**src/rtl/uart_tx_arbiter.sv**
```systemverilog
// uart_tx_arbiter: shares one debug UART transmitter between four responders
// (0 register-read, 1 memory-read, 2 status, 3 echo). Each responder has a
// one-byte holding slot. The UART is granted round-robin by default.
// Latency: a byte captured at edge k gets tx_en in the cycle after edge k+1
// when the UART is idle and nothing else is pending.
// Backpressure: req_busy[i] stays high while slot i is occupied. A strobe into
// an occupied slot is dropped and sets the sticky req_ovf[i]. No tx_en is
// issued while uart_busy is high.
// Ports: clk/rst_n (async active-low); req_en/req_data per-requester strobe and
// byte; req_busy/req_ovf per-slot status; uart_busy/tx_en/tx_data UART side;
// ack_err sticky flag for a tx_en that uart_busy never acknowledged.
// Build option: define UART_TX_ARB_FIXED_PRIO_EN for fixed priority instead of
// round-robin. Requester 0 has the highest priority in that build.
module uart_tx_arbiter #(
  parameter int DW          = 8,
  parameter int ACK_TIMEOUT = 16,
  parameter int CW          = 5
) (
  input  logic            clk,
  input  logic            rst_n,
  input  logic [3:0]      req_en,
  input  logic [4*DW-1:0] req_data,
  output logic [3:0]      req_busy,
  output logic [3:0]      req_ovf,
  input  logic            uart_busy,
  output logic            tx_en,
  output logic [DW-1:0]   tx_data,
  output logic            ack_err
);

  typedef enum logic [1:0] {S_Idle, S_Issue, S_Ack, S_Drain} state_t;

  state_t                 state_q, state_d;
  logic [1:0]             last_q, last_d;
  logic [1:0]             gnt_q, gnt_d;
  logic [CW-1:0]          cnt_q, cnt_d;
  logic [3:0]             hv_q, hv_d;
  logic [3:0][DW-1:0]     hd_q, hd_d;
  logic [3:0]             ovf_q, ovf_d;
  logic                   ack_err_q, ack_err_d;
  logic [DW-1:0]          tx_data_q, tx_data_d;

  logic                   release_en;
  logic [3:0]             rel_vec;
  logic [1:0]             sel;
  logic                   sel_vld;

  // Grant selection. The loop runs from lowest to highest priority, so the
  // last match found is the winner.
`ifdef UART_TX_ARB_FIXED_PRIO_EN
  always_comb begin
    sel     = 2'd0;
    sel_vld = 1'b0;
    for (int i = 3; i >= 0; i--) begin
      if (hv_q[i]) begin
        sel     = 2'(i);
        sel_vld = 1'b1;
      end
    end
  end
`else
  logic [1:0] rr_idx;
  always_comb begin
    sel     = 2'd0;
    sel_vld = 1'b0;
    rr_idx  = 2'd0;
    // k=4 wraps to last itself (lowest priority); k=1 is last+1 (highest).
    for (int k = 4; k >= 1; k--) begin
      rr_idx = last_q + 2'(k);
      if (hv_q[rr_idx]) begin
        sel     = rr_idx;
        sel_vld = 1'b1;
      end
    end
  end
`endif

  // Grant sequencing FSM
  always_comb begin
    state_d    = state_q;
    last_d     = last_q;
    gnt_d      = gnt_q;
    cnt_d      = cnt_q;
    tx_data_d  = tx_data_q;
    ack_err_d  = ack_err_q;
    release_en = 1'b0;
    case (state_q)
      S_Idle: begin
        if (sel_vld && !uart_busy) begin
          gnt_d     = sel;
          tx_data_d = hd_q[sel];
          state_d   = S_Issue;
        end
      end
      S_Issue: begin
        cnt_d   = '0;
        state_d = S_Ack;
      end
      S_Ack: begin
        if (uart_busy) begin
          state_d = S_Drain;
        end else if (cnt_q == CW'(ACK_TIMEOUT - 1)) begin
          // The UART never took the byte. Drop it so the other requesters are
          // not blocked.
          ack_err_d  = 1'b1;
          release_en = 1'b1;
          last_d     = gnt_q;
          state_d    = S_Idle;
        end else begin
          cnt_d = cnt_q + CW'(1);
        end
      end
      S_Drain: begin
        if (!uart_busy) begin
          release_en = 1'b1;
          last_d     = gnt_q;
          state_d    = S_Idle;
        end
      end
      default: state_d = S_Idle;
    endcase
  end

  assign rel_vec = release_en ? (4'b0001 << gnt_q) : 4'b0000;

  // Holding slots. A strobe on the edge that frees the slot is accepted.
  always_comb begin
    hv_d  = hv_q;
    hd_d  = hd_q;
    ovf_d = ovf_q;
    for (int i = 0; i < 4; i++) begin
      if (req_en[i] && (!hv_q[i] || rel_vec[i])) begin
        hv_d[i] = 1'b1;
        hd_d[i] = req_data[i*DW +: DW];
      end else if (rel_vec[i]) begin
        hv_d[i] = 1'b0;
      end else if (req_en[i]) begin
        ovf_d[i] = 1'b1;
      end
    end
  end

  always_ff @(posedge clk or negedge rst_n) begin
    if (!rst_n) begin
      state_q   <= S_Idle;
      last_q    <= 2'd3;
      gnt_q     <= 2'd0;
      cnt_q     <= '0;
      hv_q      <= '0;
      hd_q      <= '0;
      ovf_q     <= '0;
      ack_err_q <= 1'b0;
      tx_data_q <= '0;
    end else begin
      state_q   <= state_d;
      last_q    <= last_d;
      gnt_q     <= gnt_d;
      cnt_q     <= cnt_d;
      hv_q      <= hv_d;
      hd_q      <= hd_d;
      ovf_q     <= ovf_d;
      ack_err_q <= ack_err_d;
      tx_data_q <= tx_data_d;
    end
  end

  assign tx_en    = (state_q == S_Issue);
  assign tx_data  = tx_data_q;
  assign req_busy = hv_q;
  assign req_ovf  = ovf_q;
  assign ack_err  = ack_err_q;

endmodule
```
**config.mk**
```make
export PLATFORM = sky130hd
export DESIGN_NAME = uart_tx_arbiter
export DESIGN_NICKNAME = d
export VERILOG_FILES = /design/src/rtl/uart_tx_arbiter.sv
export SDC_FILE = /design/constraint.sdc
export NUM_CORES = 1
export LEC_CHECK = 0
export CORE_ASPECT_RATIO = 0.5
export CORE_MARGIN = 2
export CORE_UTILIZATION = 51
export CTS_CLUSTER_SIZE = 40
export DETAILED_ROUTE_END_ITERATION = 10
export GPL_ROUTABILITY_DRIVEN = 0
export GPL_TIMING_DRIVEN = 0
export PLACE_DENSITY = 0.8
export SYNTH_ARGS = -nofsm -noshare
export SYNTH_HDL_FRONTEND = slang
export SYNTH_SLANG_ARGS = --single-unit
```
**constraint.sdc**
```tcl
create_clock -name clk -period 3.2 [get_ports clk]
set_clock_uncertainty 0.1 [all_clocks]
set_input_delay 0.48 -clock clk [delete_from_list [all_inputs] [get_ports clk]]
set_output_delay 0.48 -clock clk [all_outputs]
set_load 0.01 [all_outputs]
```
# Word level (Yosys, flattened, before mapping)
# Cells that the tools add are included.
# totals
output_inout_bits	18
ramBits	0
reg_bits	60
in_bits	39
romBits	0
mem_count	0
elab_cells	120
latch_bits	0
# op_classes
bitwise_logic	9
eq_ne	10
order_cmp	5
n_mux	43
n_reduce_logical	30
div	0
shifts	1
add_sub_neg	4
n_mul	0
# op_table
op	n
$mux 2	11
$reduce_and 3->1	7
$mux 1	19
$bmux 8 s2	1
$lt 2x3->1 const B	5
$reduce_bool 2->1	6
$mux 5	2
$ne 2x2->1 const B	5
$pmux 5 s2	1
$not 1->1	9
$bmux 1 s2	4
$mux 8	1
$pmux 2 s4	1
$add 5x1->5 const B	1
$eq 5x4->1 const B	1
$logic_and 1x1->1	5
$logic_not 1->1	5
$add 2x2->2 const B	2
$eq 2x2->1 const B	2
$logic_or 1x1->1	4
$mux 4	1
$pmux 2 s2	1
$reduce_and 4->1	1
$shl 1x2->4 const A	1
other kinds (6)	6

# Depth between registers and ports, before layout
# depth
depth_word	9
depth_mapped	8
depth_no_buf	8

# Worst setup path after synthesis
# OpenSTA, ideal clock, no wires.
# synth_path
path_type	register -> register
start	reg cnt_q[0]
end	reg hd_q[16] (netlist name)
path_slack_ns	0.888
setup_ns	0.125
arrival_time_ns	2.087
path_stages_with_launch	8
period_less_slack_ns	2.312
n_path_buf	0
required_ns	2.975
cell_sequence	dfrtp_1 ha_1 and3_1 ha_1 o211ai_1 o31ai_1 nand2_1 mux2_2
# synth_via
elab_chain_len	7
# synth_rtl
element	line	rtl
start, declared	36	logic [CW-1:0] cnt_q, cnt_d;
start signal, assigned	158	cnt_q <= cnt_d;
$eq 5x4->1	102	end else if (cnt_q == CW'(ACK_TIMEOUT - 1)) begin
$mux 1	102	
$mux 1	100	if (uart_busy) begin
$pmux 1 s2	87	case (state_q)
$mux 4	124	assign rel_vec = release_en ? (4'b0001 << gnt_q) : 4'b0000;
$logic_or 1x1->1	132	if (req_en[i] && (!hv_q[i] || rel_vec[i])) begin
$logic_and 1x1->1	132	
end signal, assigned	150	hd_q <= '0;
end signal, assigned	160	hd_q <= hd_d;
end, declared	38	logic [3:0][DW-1:0] hd_q, hd_d;
# No other way between the ends.
# A chain may end at the register's enable or synchronous reset.

# Worst setup path after layout
# layout_path
start	reg cnt_q[0]
end	reg hd_q[7] (netlist name)
# The elaborated chain is that of the path after synthesis.

==> summary.md <==
| Metric | Value |
|---|---|
| Hold worst-path end | ack_err$_DFFE_PN0P_ |
| Leakage | around 1.5 nW |
| Die Outline Area | 6029 µm² |
| Via count of the routed design | 2092 |
| R2r endpoint | hd_q[7]$_DFFE_PN0P_ |
| Portion of total power attributed to combinational logic | 34.7% |
| Multiplexer fraction of the synthesized cell area | about 16% |
| Number of ports placed on the die boundary | 57 |
| Clock latency at the later pin of the worst-skew pair | 0.34 ns |
| Remaining antenna violation count after routing | 0 |
| Cell at the root of the clock tree | clkbuf_8 |
| Pint | 0.002144 W |
| Main combinational cell family by area after synthesis | multiplexers |
| Post-route setup TNS | 0 ns |
| Sink Count | 60 |
| Area of the core | approximately 5100 µm² |
| Library cell with the largest summed area after synthesis | dfrtp_1 |
| Power per unit of standard cell area | 866.5 nW/µm² |
| Vert. Die Dim | 55.92 µm |
| Transition time at the pin with the least slew margin | around 1.2 ns |
| Post-layout net count | roughly 340 |
| Peak supply drop | 0.3939 mV |
| Clock tree from TritonCTS | done |
| Flop2flop setup slack | 0.51 ns |
| Hold path startpoint | ack_err$_DFFE_PN0P_ |
| Antenna violations before repair | 0 |
| Count of cell types in the netlist | 43 |
| Clock Path Buffers | 2 |
| Total count of hold-check failures in the final report | 0 |
| Reported max-cap violation count | 0 |
| Mean routed wirelength per cell | 16.84 µm |
| H-tree Lvls | 3 |
| Required time of the critical path | between 3 and 4 ns |
| Initial Utilization | 54.25% |
| Unrepaired setup endpoints after global routing | false |
| Via count of the first global-routing pass | between 2000 and 2500 |
| Synthesized-area fraction occupied by adder cells | 0.9103% |
| Final period demand of the worst path | 2.691 ns |
| Final antenna diode count | 0 |
| Number of synthesized flops with an enable pin | 0 |
| Sum of net half-perimeters after detailed placement | between 4000 and 5000 µm |
| Number of gates given a new drive strength after cts | 0 |
| Hold Crit Depth | 1 |
| Flop pwr share | 40.3% |
| Leading cell type by number of instances after synthesis | dfrtp_1 |
| Sum of routed wire length over all layers | between 6000 and 7000 µm |
| YS warnings | 0 |
| Clock Pin Slew Worst Setup and Hold Paths | 0.07 ns |
| Wire length of the first global-routing pass | 10570 µm |
| Post-CTS setup buffer count | 0 |
| Final core occ | between 70 and 80% |
| Gr ovfl total | 0 |
| Net load switching power | 0.001025 W |
| Share of Yosys cell area claimed by the top area cell type | 52.80% |
| Peak clock frequency supported by timing | 0.3716 GHz |
| DR DRC count | 0 |
| Tightest slew margin relative to the limit | around a fifth |
| Leading cell types by total area after synthesis | dfrtp_1, mux2_2, o21ai_0 |
| Proportion of synthesized flip-flops having asynchronous set or reset | 100.0% |
| Run status | finished, final reports clean |
| Filler Cell Count | 362 |
| Pin count of the biggest net entering global routing | 43 |
| Ratio of cells with drive above 1 in the final layout | 20.93% |
| Largest fanout on the critical path | 8 |
| Layout area overhead | 33.05% |
| Final slew viol count | 0 |
| Share of power burned in the clock network | 25.0% |
| Worst-case reg-to-reg path depth | 7 |
| Switching part of the total power | between 30% and 40% |
| Area fraction in and, or, nand and nor cells after synthesis | roughly a tenth |
| Seq cells post-synth | 60 |
| Post-synthesis instance total | 227 |
| Kind of end point of the critical path | flop |
| Synthesized-area fraction occupied by ao, oa, aoi and oai cells | about 16% |
| Horiz. Die Dim | 107.8 µm |
| Most used DFF post-synth | dfrtp_1 |
| Critical path data arrival time | 2.82 ns |
| Combined area of all synthesized cells | ~2700 µm² |
| Clock buffers created by TritonCTS | 9 |
| Vias/cell | about 5.6 |
| Path type of the worst setup path | flop to flop |
| Synthesized area divided by synthesized cell count | approximately 12 µm² |
| Total nets after synthesis | 268 |
| Number of iterations in the first detailed-routing pass | 4 |
| IO Port Bufs | 56 |
| Type of the most critical hold path | flop to flop |
| DRC marker count from the first detailed-route iteration | about 170 |
| Source of the worst register-to-register timing path | cnt_q[0]$_DFFE_PN0P_ |
| Site row count | 18 |
| Synthesized-area fraction occupied by xor and xnor cells | 0% |
| Part of the Yosys area used for sequential elements | around 55% |
| Critical Path Source Type | flop |
| Synth top cells by count | dfrtp_1, mux2_2, nand2_1 |
| Aggregate global-route resource usage | 23.08% |
| Final Cycle Share | between 80% and 90% |
| # setup viols final | 0 |
[flip-flops by register name (all words and copies together), names as in the netlist, 2 cells and up]
register  cells
cnt_q         5
gnt_q         2
hd_q         32
last_q        2
req_busy      4
req_ovf       4
state_q       2
tx_data       8
[placed cells by master, fill, tap and decap left out, types with 5 or more instances in the layout]
cell and n:
dfrtp_1 58, clkdlybuf4s50_1 55, mux2_2 32, nand2_1 19
o21ai_0 17, clkbuf_8 11, a21oi_1 10, inv_1 7
nor2_1 7, mux2i_1 7, and4_1 7, o31a_1 7
o211ai_1 5
[cells by family after synthesis]
kind of cell,Yosys count
adder cells (fa/ha/maj),2
AND/OR/NAND/NOR,51
AO/OA/AOI/OAI,62
multiplexers,40
flip-flops,60
buffers and inverters,12
[metal layers]
metal / global-route usage (%) / up-vias / wire length, µm
li1: - / 989 / -
met1: 28.16 / 1029 / 2679
met2: 38.99 / 63 / 3079
met3: 8.431 / 11 / 379
met4: 6.044 / 0 / 107
met5: 0 / - / 0
[power groups by stage]
stage                     Combinational [W]  Sequential [W]  Clock, W
after floorplan                    0.000730         0.00125         0
after global placement              0.00104         0.00128         0
after detailed placement            0.00108         0.00129         0
after CTS                           0.00110         0.00128  0.000801
after global routing                0.00120         0.00132  0.000845
final                               0.00110         0.00128  0.000792
[final cells by class]
cell class / count / area, µm² / area share, %
flip-flops and latches: 60 / 1504 / 41.12
multi-input cells: 155 / 1190 / 32.54
repair buffers: 58 / 585.6 / 16.01
clock buffers: 11 / 151.4 / 4.140
well taps: 70 / 87.58 / 2.395
clock inverters: 5 / 83.83 / 2.292
inverters: 8 / 30.03 / 0.8211
plain buffers: 4 / 25.02 / 0.6842
[worst max-delay path by stage]
| stage | start | end | cells past startpoint |
|---|---|---|---|
| after global routing | cnt_q[0]$_DFFE_PN0P_ | hd_q[0]$_DFFE_PN0P_ | 7 |
| after floorplan | cnt_q[0]$_DFFE_PN0P_ | hd_q[16]$_DFFE_PN0P_ | 7 |
| after detailed placement | uart_busy | tx_data[0]$_DFFE_PN0P_ | 6 |
| final | cnt_q[0]$_DFFE_PN0P_ | hd_q[7]$_DFFE_PN0P_ | 7 |
| after CTS | cnt_q[0]$_DFFE_PN0P_ | hd_q[7]$_DFFE_PN0P_ | 7 |
| after global placement | rst_n | cnt_q[2]$_DFFE_PN0P_ | 1 |
[per-stage QoR]
stage	setup slack, ns	std cells	hold slack [ns]	total power (W)	cell area [µm²]
CTS	0.4652	371	0.3687	0.003180	3657
global placement	-0.2274	353	0.3572	0.002320	3397
detailed placement	0.4383	354	0.3473	0.002372	3412
global route	0.3021	371	0.3893	0.003360	3657
floorplan	0.8881	227	0.08441	0.001979	2749
finish	0.5090	371	0.3662	0.003169	3657
[critical path, stage by stage, from the launching register on]
cell	delay (ns)
dfrtp_1	0.42
ha_1	0.25
and3_1	0.20
ha_1	0.28
o211ai_1	0.43
o31ai_1	0.18
nand2_1	0.34
mux2_2	0.39
[timing repair]
action                     4_1_cts  5_1_grt
hold buffers                     1        0
hold endpoints to repair        18        0
setup endpoints to repair        0        0
(Power assumes the default switching activity.)
==> variant (same flow settings) <==
Change the parameter `DW` from 8 to 12.
--- a/src/rtl/uart_tx_arbiter.sv
+++ b/src/rtl/uart_tx_arbiter.sv
@@ -13,5 +13,5 @@
 // round-robin. Requester 0 has the highest priority in that build.
 module uart_tx_arbiter #(
-  parameter int DW          = 8,
+  parameter int DW          = 12,
   parameter int ACK_TIMEOUT = 16,
   parameter int CW          = 5
Ports: changed (resized req_data and tx_data); port bits go from 57 to 77. The function was not compared with the original's and may differ.
==> variant against the unedited design <==
First-iteration DRC count is 18% lower; sequential cell count increased by 20; synthesized area rose by 36%; final cell count rose by 33%; total power is 42% higher; wire length increased by 39%; worst setup slack gained 0.015 ns; cell area up 37%; critical path type unchanged; highest routed layer unchanged.
==> variant: results <==
[yosys]
synth_cell_type_count = 43
synthTopCellsByArea = "dfrtp_1, mux2_2, mux2i_1"
synth_warnings = 0
synth.yosys.seq_area_share = 0.535
synthTopCellsByCount = "dfrtp_1, mux2_2, nand2_1, nor2_1, mux2i_1"
synth.net_count = 362
syn_inst = 305
async_reset_ff_frac = 1.00
synth_most_common_cell = "dfrtp_1"

[final_layout]
top_register = "hd_q"
layout-drive-gt1-share = 0.256
fillers = 548
nNetsFinal = 451
stdcell_count = 495
largest_reg_flops = 48
insertedDiodeCount = 0

[routing]
dr.pass1.iters = 4
drt-initial-drc-count = 141
via_count = 2820
routed_wl_mm = 8.70
ant_nets = 0

[grt]
antenna_found_initial = 0
track_usage = 0.224
grt_pass1_wl_mm = 14.0
grt_max_degree = 75
grt_pass1_vias = 2940

[clock_tree]
worstSkewPairLatency_ns = 0.34
cts-root-buf = "clkbuf_16"
htreeDepth = 3
cts_buffers = 9
cts_buffer_depth = 2

[critical_path]
cp.arrival_ns = 2.79
cp_max_fo = 10
slowest_stage = "dfrtp_1"
max_stage_delay_ns = 0.41

[power]
p_leak_nw = 2.11
ir_drop_v = 0.000467

[hold_path]
holdCritPathClass = "reg2reg"

[status]
status = "finished clean"

[timing]
slew_headroom = 0.588

[place]
post-dp-hpwl_mm = 6.31
portBuffers = 76
dp.cells = 478
place_area_sq_um = 4650
pre_cts_ws_ns = 0.471
variant: layout make-up:
| type | instances | area, sq um | share of cell area |
|---|---|---|---|
| inverters | 8 | 30.0 | 0.00601 |
| multi-input cells | 201 | 1620 | 0.324 |
| clock buffers | 12 | 256 | 0.0513 |
| clock inverters | 4 | 76.3 | 0.0153 |
| flip-flops and latches | 80 | 2000 | 0.401 |
| repair buffers | 78 | 796 | 0.159 |
| plain buffers | 16 | 93.8 | 0.0188 |
| well taps | 96 | 120 | 0.0240 |
variant: stage by stage:
step           hold slack (ns)  TNS [ns]
6_report                 0.373         0
5_1_grt                  0.393         0
4_1_cts                  0.378         0
3_5_place_dp             0.209         0
3_3_place_gp             0.353    -82.08
2_1_floorplan           0.0844         0
variant: where the power goes:
group / switching (mW) / internal, mW
Clock: 0.398 / 0.727
Sequential: 0.294 / 1.46
Combinational: 0.759 / 0.855
Total: 1.45 / 3.04
variant: routing by layer:
| metal | wire (microns) | part of all wire | global-route usage |
|---|---|---|---|
| met5 | 0 | 0 | 0 |
| met4 | 100 | 0.011 | 0.0667 |
| met3 | 383 | 0.044 | 0.0628 |
| met1 | 3700 | 0.42 | 0.267 |
| met2 | 4520 | 0.52 | 0.404 |
variant: worst max-delay path, delay by kind of cell, from the launching register on:
family                     cells  cell delay, ns
AOI/OAI and AO/OA              2            0.47
muxes                          1            0.39
buffers and inverters          1            0.31
and+or+nand+nor                2            0.37
adders and majority gates      2            0.51
DFF                            1            0.41
variant: kinds of logic after synthesis:
| kind of cell | Yosys count | synth area share |
|---|---|---|
| AO/OA/AOI/OAI | 72 | 0.156 |
| adder cells (fa/ha/maj) | 2 | 0.00667 |
| buffers and inverters | 24 | 0.0330 |
| flip-flops | 80 | 0.535 |
| multiplexers | 61 | 0.179 |
| AND/OR/NAND/NOR | 66 | 0.0901 |
variant: path summary, 6_finish.rpt:
kind,start,end,slack (ns),depth (start not counted)
min in group asynchronous,rst_n,hd_q[33],0.41,2
hold / removal,ack_err,ack_err,0.37,1
setup reg to reg,cnt_q[0],hd_q[34],0.52,8
hold reg to reg,ack_err,ack_err,0.37,1
setup / recovery,cnt_q[0],hd_q[34],0.52,8
max in group asynchronous,rst_n,last_q[0],1.99,3
variant: timing repair:
item                                   CTS  global route
resized for setup                        0             0
hold buffers                             1             0
setup buffers                            0             0
endpoints found under the hold margin    6             0
